<file path="config.mk">
export PLATFORM = sky130hd
export DESIGN_NAME = fixed_point_divider
export DESIGN_NICKNAME = d
export VERILOG_FILES = /design/src/rtl/fixed_point_pkg.sv /design/src/rtl/fixed_point_sat.sv /design/src/rtl/fixed_point_divider.sv
export SDC_FILE = /design/constraint.sdc
export NUM_CORES = 1
export LEC_CHECK = 0
export BUFFER_PORTS_ARGS = -buffer_cell sky130_fd_sc_hd__buf_4
export CAP_MARGIN = 20
export CORE_UTILIZATION = 57
export DETAILED_ROUTE_END_ITERATION = 8
export PLACE_DENSITY = 0.88
export SETUP_SLACK_MARGIN = 0.05
export SLEW_MARGIN = 20
export SYNTH_ARGS = -nofsm -noshare
export SYNTH_HDL_FRONTEND = slang
export SYNTH_SLANG_ARGS = --single-unit
</file>
<file path="constraint.sdc">
create_clock -name clk -period 5.4 [get_ports clk]
set_input_delay 0.54 -clock clk [delete_from_list [all_inputs] [get_ports clk]]
set_output_delay 0.54 -clock clk [all_outputs]
set_load 0.02 [all_outputs]
</file>
<file path="src/rtl/fixed_point_pkg.sv">
// Shared definitions for the fixed-point arithmetic blocks (divider, multiplier):
// format defaults, FSM state encoding and saturation limit helpers.
package fixed_point_pkg;

    localparam int unsigned DEFAULT_BITSIZE   = 14;
    localparam int unsigned DEFAULT_FRAC_BITS = 7;
    localparam int unsigned LIMIT_W           = 64;

    typedef enum logic [1:0] {
        ST_IDLE   = 2'd0,
        ST_DIVIDE = 2'd1,
        ST_DONE   = 2'd2
    } fp_state_e;

    // Largest positive value of a signed word of the given width.
    function automatic logic [LIMIT_W-1:0] sat_pos_limit(input int unsigned width);
        return (LIMIT_W'(1) << (width - 1)) - LIMIT_W'(1);
    endfunction

    // Magnitude of the most negative value of a signed word of the given width.
    function automatic logic [LIMIT_W-1:0] sat_neg_limit(input int unsigned width);
        return LIMIT_W'(1) << (width - 1);
    endfunction

endpackage

</file>
<file path="src/rtl/fixed_point_sat.sv">
// Sign restoration and saturation of an unsigned magnitude into a signed
// two's-complement word; purely combinational.
module fixed_point_sat
    import fixed_point_pkg::*;
#(
    parameter int unsigned WIDTH = DEFAULT_BITSIZE,
    parameter int unsigned MAG_W = DEFAULT_BITSIZE + DEFAULT_FRAC_BITS
) (
    input  logic             neg_i,
    input  logic [MAG_W-1:0] mag_i,
    output logic [WIDTH-1:0] result_o
);

    localparam logic [LIMIT_W-1:0] POS_LIM = sat_pos_limit(WIDTH);
    localparam logic [LIMIT_W-1:0] NEG_LIM = sat_neg_limit(WIDTH);
    localparam logic [WIDTH-1:0]   MAX_POS = WIDTH'(POS_LIM);
    localparam logic [WIDTH-1:0]   MIN_NEG = WIDTH'(NEG_LIM);

    logic [LIMIT_W-1:0] mag_ext;
    logic [WIDTH-1:0]   mag_low;
    logic [WIDTH-1:0]   neg_low;

    always_comb begin
        mag_ext  = LIMIT_W'(mag_i);
        mag_low  = mag_ext[WIDTH-1:0];
        neg_low  = '0 - mag_low;
        result_o = '0;
        if (mag_ext == '0) begin
            result_o = '0;
        end else if (!neg_i) begin
            result_o = (mag_ext > POS_LIM) ? MAX_POS : mag_low;
        end else begin
            // A magnitude of exactly 2^(WIDTH-1) is representable only when negative.
            result_o = (mag_ext >= NEG_LIM) ? MIN_NEG : neg_low;
        end
    end

endmodule

</file>
<file path="src/rtl/fixed_point_divider.sv">
// Signed fixed-point divider: restoring division of |a|<<FRAC_BITS by |b|, one
// quotient bit per cycle, followed by sign restoration and saturation.
module fixed_point_divider
    import fixed_point_pkg::*;
#(
    parameter int unsigned bitsize   = DEFAULT_BITSIZE,
    parameter int unsigned FRAC_BITS = DEFAULT_FRAC_BITS
) (
    input  logic                      clk,
    input  logic                      rst,
    input  logic                      start_flag,
    input  logic signed [bitsize-1:0] a,
    input  logic signed [bitsize-1:0] b,
    output logic signed [bitsize-1:0] Div_result,
    output logic                      valid,
    output logic                      busy,
    output logic                      div_by_zero
);

    localparam int unsigned STEPS = bitsize + FRAC_BITS;
    localparam int unsigned CNT_W = $clog2(STEPS);
    localparam logic [CNT_W-1:0] LAST_STEP = CNT_W'(STEPS - 1);

    fp_state_e          state_q, state_d;
    logic               neg_q, neg_d;
    logic               zero_q, zero_d;
    logic [STEPS-1:0]   dvd_q, dvd_d;
    logic [STEPS-1:0]   quo_q, quo_d;
    logic [bitsize-1:0] dvs_q, dvs_d;
    logic [bitsize-1:0] rem_q, rem_d;
    logic [CNT_W-1:0]   cnt_q, cnt_d;
    logic [bitsize-1:0] result_q, result_d;
    logic               valid_q, valid_d;
    logic               dbz_q, dbz_d;

    logic [bitsize-1:0] a_u, b_u, abs_a, abs_b;
    logic [bitsize:0]   rem_sh, rem_sub;
    logic [bitsize-1:0] sat_out;

    fixed_point_sat #(
        .WIDTH (bitsize),
        .MAG_W (STEPS)
    ) u_sat (
        .neg_i    (neg_q),
        .mag_i    (quo_q),
        .result_o (sat_out)
    );

    always_comb begin
        a_u     = a;
        b_u     = b;
        abs_a   = a_u[bitsize-1] ? ('0 - a_u) : a_u;
        abs_b   = b_u[bitsize-1] ? ('0 - b_u) : b_u;
        rem_sh  = {rem_q, dvd_q[STEPS-1]};
        rem_sub = rem_sh - {1'b0, dvs_q};

        state_d  = state_q;
        neg_d    = neg_q;
        zero_d   = zero_q;
        dvd_d    = dvd_q;
        quo_d    = quo_q;
        dvs_d    = dvs_q;
        rem_d    = rem_q;
        cnt_d    = cnt_q;
        result_d = result_q;
        valid_d  = 1'b0;
        dbz_d    = 1'b0;

        case (state_q)
            ST_IDLE: begin
                if (start_flag) begin
                    neg_d  = a_u[bitsize-1] ^ b_u[bitsize-1];
                    zero_d = (b_u == '0);
                    dvd_d  = STEPS'(abs_a) << FRAC_BITS;
                    dvs_d  = abs_b;
                    rem_d  = '0;
                    cnt_d  = '0;
                    if (b_u == '0) begin
                        // All-ones magnitude saturates to max/min according to sign(a).
                        quo_d   = '1;
                        state_d = ST_DONE;
                    end else begin
                        quo_d   = '0;
                        state_d = ST_DIVIDE;
                    end
                end
            end
            ST_DIVIDE: begin
                dvd_d = dvd_q << 1;
                // No borrow out of the trial subtraction means the divisor fits.
                if (!rem_sub[bitsize]) begin
                    rem_d = rem_sub[bitsize-1:0];
                end else begin
                    rem_d = rem_sh[bitsize-1:0];
                end
                quo_d = {quo_q[STEPS-2:0], ~rem_sub[bitsize]};
                if (cnt_q == LAST_STEP) begin
                    state_d = ST_DONE;
                end else begin
                    cnt_d = cnt_q + CNT_W'(1);
                end
            end
            ST_DONE: begin
                result_d = sat_out;
                valid_d  = 1'b1;
                dbz_d    = zero_q;
                state_d  = ST_IDLE;
            end
            default: state_d = ST_IDLE;
        endcase
    end

    always_ff @(posedge clk or negedge rst) begin
        if (!rst) begin
            state_q  <= ST_IDLE;
            neg_q    <= 1'b0;
            zero_q   <= 1'b0;
            dvd_q    <= '0;
            quo_q    <= '0;
            dvs_q    <= '0;
            rem_q    <= '0;
            cnt_q    <= '0;
            result_q <= '0;
            valid_q  <= 1'b0;
            dbz_q    <= 1'b0;
        end else begin
            state_q  <= state_d;
            neg_q    <= neg_d;
            zero_q   <= zero_d;
            dvd_q    <= dvd_d;
            quo_q    <= quo_d;
            dvs_q    <= dvs_d;
            rem_q    <= rem_d;
            cnt_q    <= cnt_d;
            result_q <= result_d;
            valid_q  <= valid_d;
            dbz_q    <= dbz_d;
        end
    end

    assign Div_result  = result_q;
    assign valid       = valid_q;
    assign div_by_zero = dbz_q;
    assign busy        = (state_q != ST_IDLE);

endmodule

</file>
======== Word-level counts from Yosys, hierarchy flattened ========
Cells that the tools add are included.
word-level totals
  memory bits (read-only) ................. 0
  bits in latches ......................... 0
  output and inout bits ................... 17
  register bits ........................... 95
  input port bits ......................... 31
  bits in writable memories ............... 0
  memories ................................ 0
cells by class
  $mul .................................... 0
  add/subtract/negate cells ............... 5
  bitwise gates (word level) .............. 2
  order comparisons ....................... 2
  divide/modulo/power cells ............... 0
  shifts and indexed selects .............. 0
  mux-type cells .......................... 23
  eq/ne operators ......................... 6
  reduce and logical (&&, ||, !) cells .... 9
operators with widths
  kind                     count
  $mux W14                 8
  $pmux W21 S2             2
  $mux W21                 3
  $sub A1 B14 Y14 const A  3
  $pmux W14 S2             1
  $ge A21 B14 Y1 const B   1
  $gt A21 B13 Y1 const B   1
  $logic_not A21 Y1        1
  $sub A15 B14 Y15         1
  $logic_not A14 Y1        1
  $mux W5                  2
  $pmux W5 S2              1
  $mux W2                  3
  $ne A2 B2 Y1 const B     3
  $reduce_and A2 Y1        3
  $add A5 B1 Y5 const B    1
  $eq A5 B5 Y1 const B     1
  $pmux W2 S2              1
  $reduce_bool A2 Y1       2
  $reduce_and A3 Y1        1
  $eq A2 B1 Y1 const B     1
  $eq A2 B2 Y1 const B     1
  $logic_not A2 Y1         1
  $mux W1                  2
  2 further kinds          2

======== Depth between registers and ports, before layout ========
  word-level depth ........................ 4
  depth in mapped cells ................... 12
  gate-level depth less buffers ........... 10

======== Hierarchy ========
Synthesis repeated with hierarchy kept, for this count alone.
second synthesis, totals
  cell total of the unflattened synthesis .. 594
  area, all modules ....................... 5450.2 um^2
modules (own cells, without submodules)
  module               times used  sequential area each (um^2)  cells each  area each (um^2)
  fixed_point_divider  1           2202.1                       496         4828.4
  fixed_point_sat      1           0.0                          98          621.8

======== Least setup slack after synthesis ========
OpenSTA, ideal clock, no wires.
  kind .................................... register to register
  start point ............................. reg dvd_q[20]
  end point ............................... reg rem_q[5]
  path buffers ............................ 2
  setup slack ............................. 2.855 ns
  setup time .............................. 0.129 ns
  stages on the path, launching flop included .. 13
  arrival time ............................ 2.417 ns
  clock period less this slack ............ 2.545 ns
  cells stage by stage .................... dfrtp_1 inv_1 ha_1 inv_1 fa_1 a211oi_1 o21ai_0 nand4b_1 and2_1 buf_4 buf_6 nor3_1 a2111o_1
between the ends
  cells in the longest elaborated chain, start to end .. 3
RTL lines
  what                    RTL line                    source
  from (decl)             fixed_point_divider.sv:27   logic [STEPS-1:0] dvd_q, dvd_d;
  from (signal assigned)  fixed_point_divider.sv:130  dvd_q <= dvd_d;
  $sub A15 B14 Y15        fixed_point_divider.sv:55   rem_sub = rem_sh - {1'b0, dvs_q};
  $mux W14                fixed_point_divider.sv:91   if (!rem_sub[bitsize]) begin
  $pmux W14 S2            fixed_point_divider.sv:69   case (state_q)
  to (signal assigned)    fixed_point_divider.sv:133  rem_q <= rem_d;
  to (decl)               fixed_point_divider.sv:30   logic [bitsize-1:0] rem_q, rem_d;
No other way between the ends.
A chain may end at the register's enable or synchronous reset.

======== Worst setup path after layout ========
  start point ............................. reg dvd_q[20]
  end point ............................... reg rem_q[2]
Same word-level chain as after synthesis.

==> qor.txt <==
Ant. Diodes = 0
routed wire length = 13,050 um
critical path's slowest cell = and2_1
Die H = 100.8 um
antenna viol nets, final = 0
layout cells sized above 1 = 0.1104
M3 GR Usage = 0.03329
die area = 10,160 um^2
# fillers = 776
Buf/Inv on CP = 2
RSZ-0062 raised after global routing = no
worst skew pair latency = 360 ps
Final Core Density = 0.6613
Commonest cells post-synth = 88 x dfrtp_1, 84 x nand2_1, 47 x o21ai_0, 35 x clkbuf_1
status = complete, no violations
number of gates resized after cts = 0
clk root buf = clkbuf_8
Congestion Overflow GR = 0
final worst clock skew = 20.63 ps
H-tree depth = 3
number of cell rows = 35
Max-Cap Viols = 0
Clock Pin Slew Worst Setup and Hold Paths = 110 ps
final hold violation count = 0
leakage power = 2.866 nW
placed cell area = 5958 um^2
clk buf depth = 2
Top Usage Layer GRT = met2
min cycle time layout = 3597 ps
postcts setup bufs = 0
Multi-input gate area = 3084 um^2
max incr delay on CP = 790 ps
Register Area = 2202 um^2
CP required = 5630 ps
Yosys warnings = 0
Synth Net Count = 695
vias per cell = 6.163
Yosys top cell by area = dfrtp_1
Slew @ Worst Pin = 1078 ps
Seq/Total Area, Yosys = 0.3956
startpoint types = flip-flop
post-synthesis register bit count = 88
number of flops mapped to enable cells by yosys = 0
Slew headroom = 0.2812
Post-Syn Area per Cell = 8.657 um^2
Synth Instances = 643
Final GP Congestion = 0.8976
nets = 717
pwr dens = 674.5 nW/um^2
Yosys cell types = 55
Yosys top cell area share = 0.3956
Worst Hold Class = in2async
worst path cell trace = inv_1, ha_1, inv_1, fa_1, a211oi_1, o21ai_0, nand4b_1, and2_1, nor3_1, a2111o_1
Slew Viols, Final = 0
initial antenna violation count = 0
1st-iter DRT viols = 473
routed wire length per instance = 16.33 um
Period Utilization, post-route = 0.6661
total CTS buffers = 9
TritonCTS clock tree = built
design area = 6197 um^2
Async SR Flop Fraction = 1.000
met1 usage in global routing = 0.3617
Worst Setup End Kind = flip-flop
Crit path max-delay family = simple AND/OR/NAND/NOR gates
DPL Wire Length = 9092 um
Synth Flop Type = dfrtp_1
VDD IR-drop max = 0.2586 mV
count leader, synth = dfrtp_1
vias = 4,924
vias in the first global route = 4,568
Initial Utilization = 0.5940
first-pass iteration count of the detailed router = 7
P&R area growth vs syn = 11.33%
global-route wire length before repair = 21,450 um
port buffer count = 47
worst hold slack = 230.4 ps
Core ar. = 9371 um^2
overall global routing resource usage = 0.2657
arrival time worst endpoint = 3820 ps
Power, Total = 0.004180 W
DRC = 0
GR Util met2 = 0.4447
FMAX = 0.2780 GHz
Final setup violation count = 0
setup_tns = 0 ps
chip width = 100.8 um
pin count of the biggest net entering global routing = 89
CTS hold repair buffers = 0
Top Ports = 48
clock sinks = 88
top cells by area, synth = dfrtp_1 40%, nand2_1 5.7%, ha_1 4.5%
Crit Path Max Fanout = 23
CP Class = reg2reg
cell repeated most along the worst path = inv_1
Post-Synthesis Cell Area = 5567 um^2
==> final cells by class <==
cell class	instances	area share
Tap cell	129	0.02604
Inverter	34	0.02059
Clock buffer	10	0.02221
Sequential cell	88	0.3553
Timing Repair Buffer	51	0.06239
Clock inverter	6	0.01575
Multi-Input combinational cell	481	0.4977
==> power breakdown <==
group	switching (W)	leakage [nW]	internal (W)
sequential	0.000326	1.14	0.000943
combinational	0.00141	1.61	0.000971
clock	0.000253	0.119	0.000281
total	0.00199	2.87	0.00220
==> cells by family (layout without fill, tap and decap cells) <==
group                    Yosys count  in the layout  synth area share
adder cells (fa/ha/maj)           21             21           0.04855
AND/OR/NAND/NOR                  229            229            0.2063
AO/OA/AOI/OAI                    182            182            0.2180
multiplexers                       9              9           0.01641
flip-flops                        88             88            0.3956
XOR/XNOR                          40             40           0.06294
buffers and inverters             74            101           0.05215
==> flip-flops by register name, indices dropped and copies added, names as in the netlist <==
register     cells
neg_q            1
dvs_q           14
cnt_q            5
valid            1
dvd_q           14
state_q          2
rem_q           14
zero_q           1
Div_result      14
quo_q           21
div_by_zero      1
==> layer usage <==
| metal | routed length (um) | up-vias |
|---|---|---|
| met3 | 832 | 19 |
| met2 | 6337 | 220 |
| met5 | 0 | - |
| met1 | 5706 | 2324 |
| met4 | 170 | 0 |
| li1 | - | 2361 |
==> worst reg2reg max path, delay by kind of cell (launching register included) <==
kind,cells,cell delay [ps]
AOI/OAI and AO/OA,3,970
adders and majority gates,2,610
buffers and inverters,2,140
DFF,1,410
and+or+nand+nor,3,1340
==> metrics by stage <==
step / std cells / setup WS (ps)
after global placement: 783 / 2038
after floorplan: 643 / 2855
after detailed placement: 783 / 1914
final: 799 / 1803
after global routing: 799 / 1573
after CTS: 799 / 1855
==> cell usage in the layout (no fill, tap or decap), types with 9 or more instances in the layout <==
| master | n |
|---|---|
| a22oi_1 | 31 |
| nand3_1 | 30 |
| nor3_1 | 18 |
| a22o_1 | 9 |
| nand3b_1 | 9 |
| nor2_1 | 26 |
| xnor2_1 | 14 |
| ha_1 | 20 |
| nand4_1 | 10 |
| clkbuf_8 | 10 |
| buf_4 | 50 |
| o31ai_1 | 9 |
| o21ai_0 | 47 |
| xor2_1 | 26 |
| inv_1 | 34 |
| a21oi_1 | 34 |
| nand2_1 | 84 |
| dfrtp_1 | 88 |
| nor2b_1 | 9 |
==> worst paths after layout <==
| check | start | end | slack [ps] | cells after the start |
|---|---|---|---|---|
| max | dvd_q[20]$_DFFE_PN0P_ | rem_q[2]$_DFFE_PN0P_ | 1800 | 10 |
| min | rst | Div_result[9]$_DFFE_PN0P_ | 230 | 1 |
| max reg2reg | dvd_q[20]$_DFFE_PN0P_ | rem_q[2]$_DFFE_PN0P_ | 1800 | 10 |
| min reg2reg | Div_result[13]$_DFFE_PN0P_ | Div_result[13]$_DFFE_PN0P_ | 480 | 2 |
| max in group asynchronous | rst | dvd_q[20]$_DFFE_PN0P_ | 4640 | 1 |
| min in group clk | b[4] | dvs_q[4]$_DFFE_PN0P_ | 470 | 3 |
No activity file was read; power rests on OpenSTA's default activity.
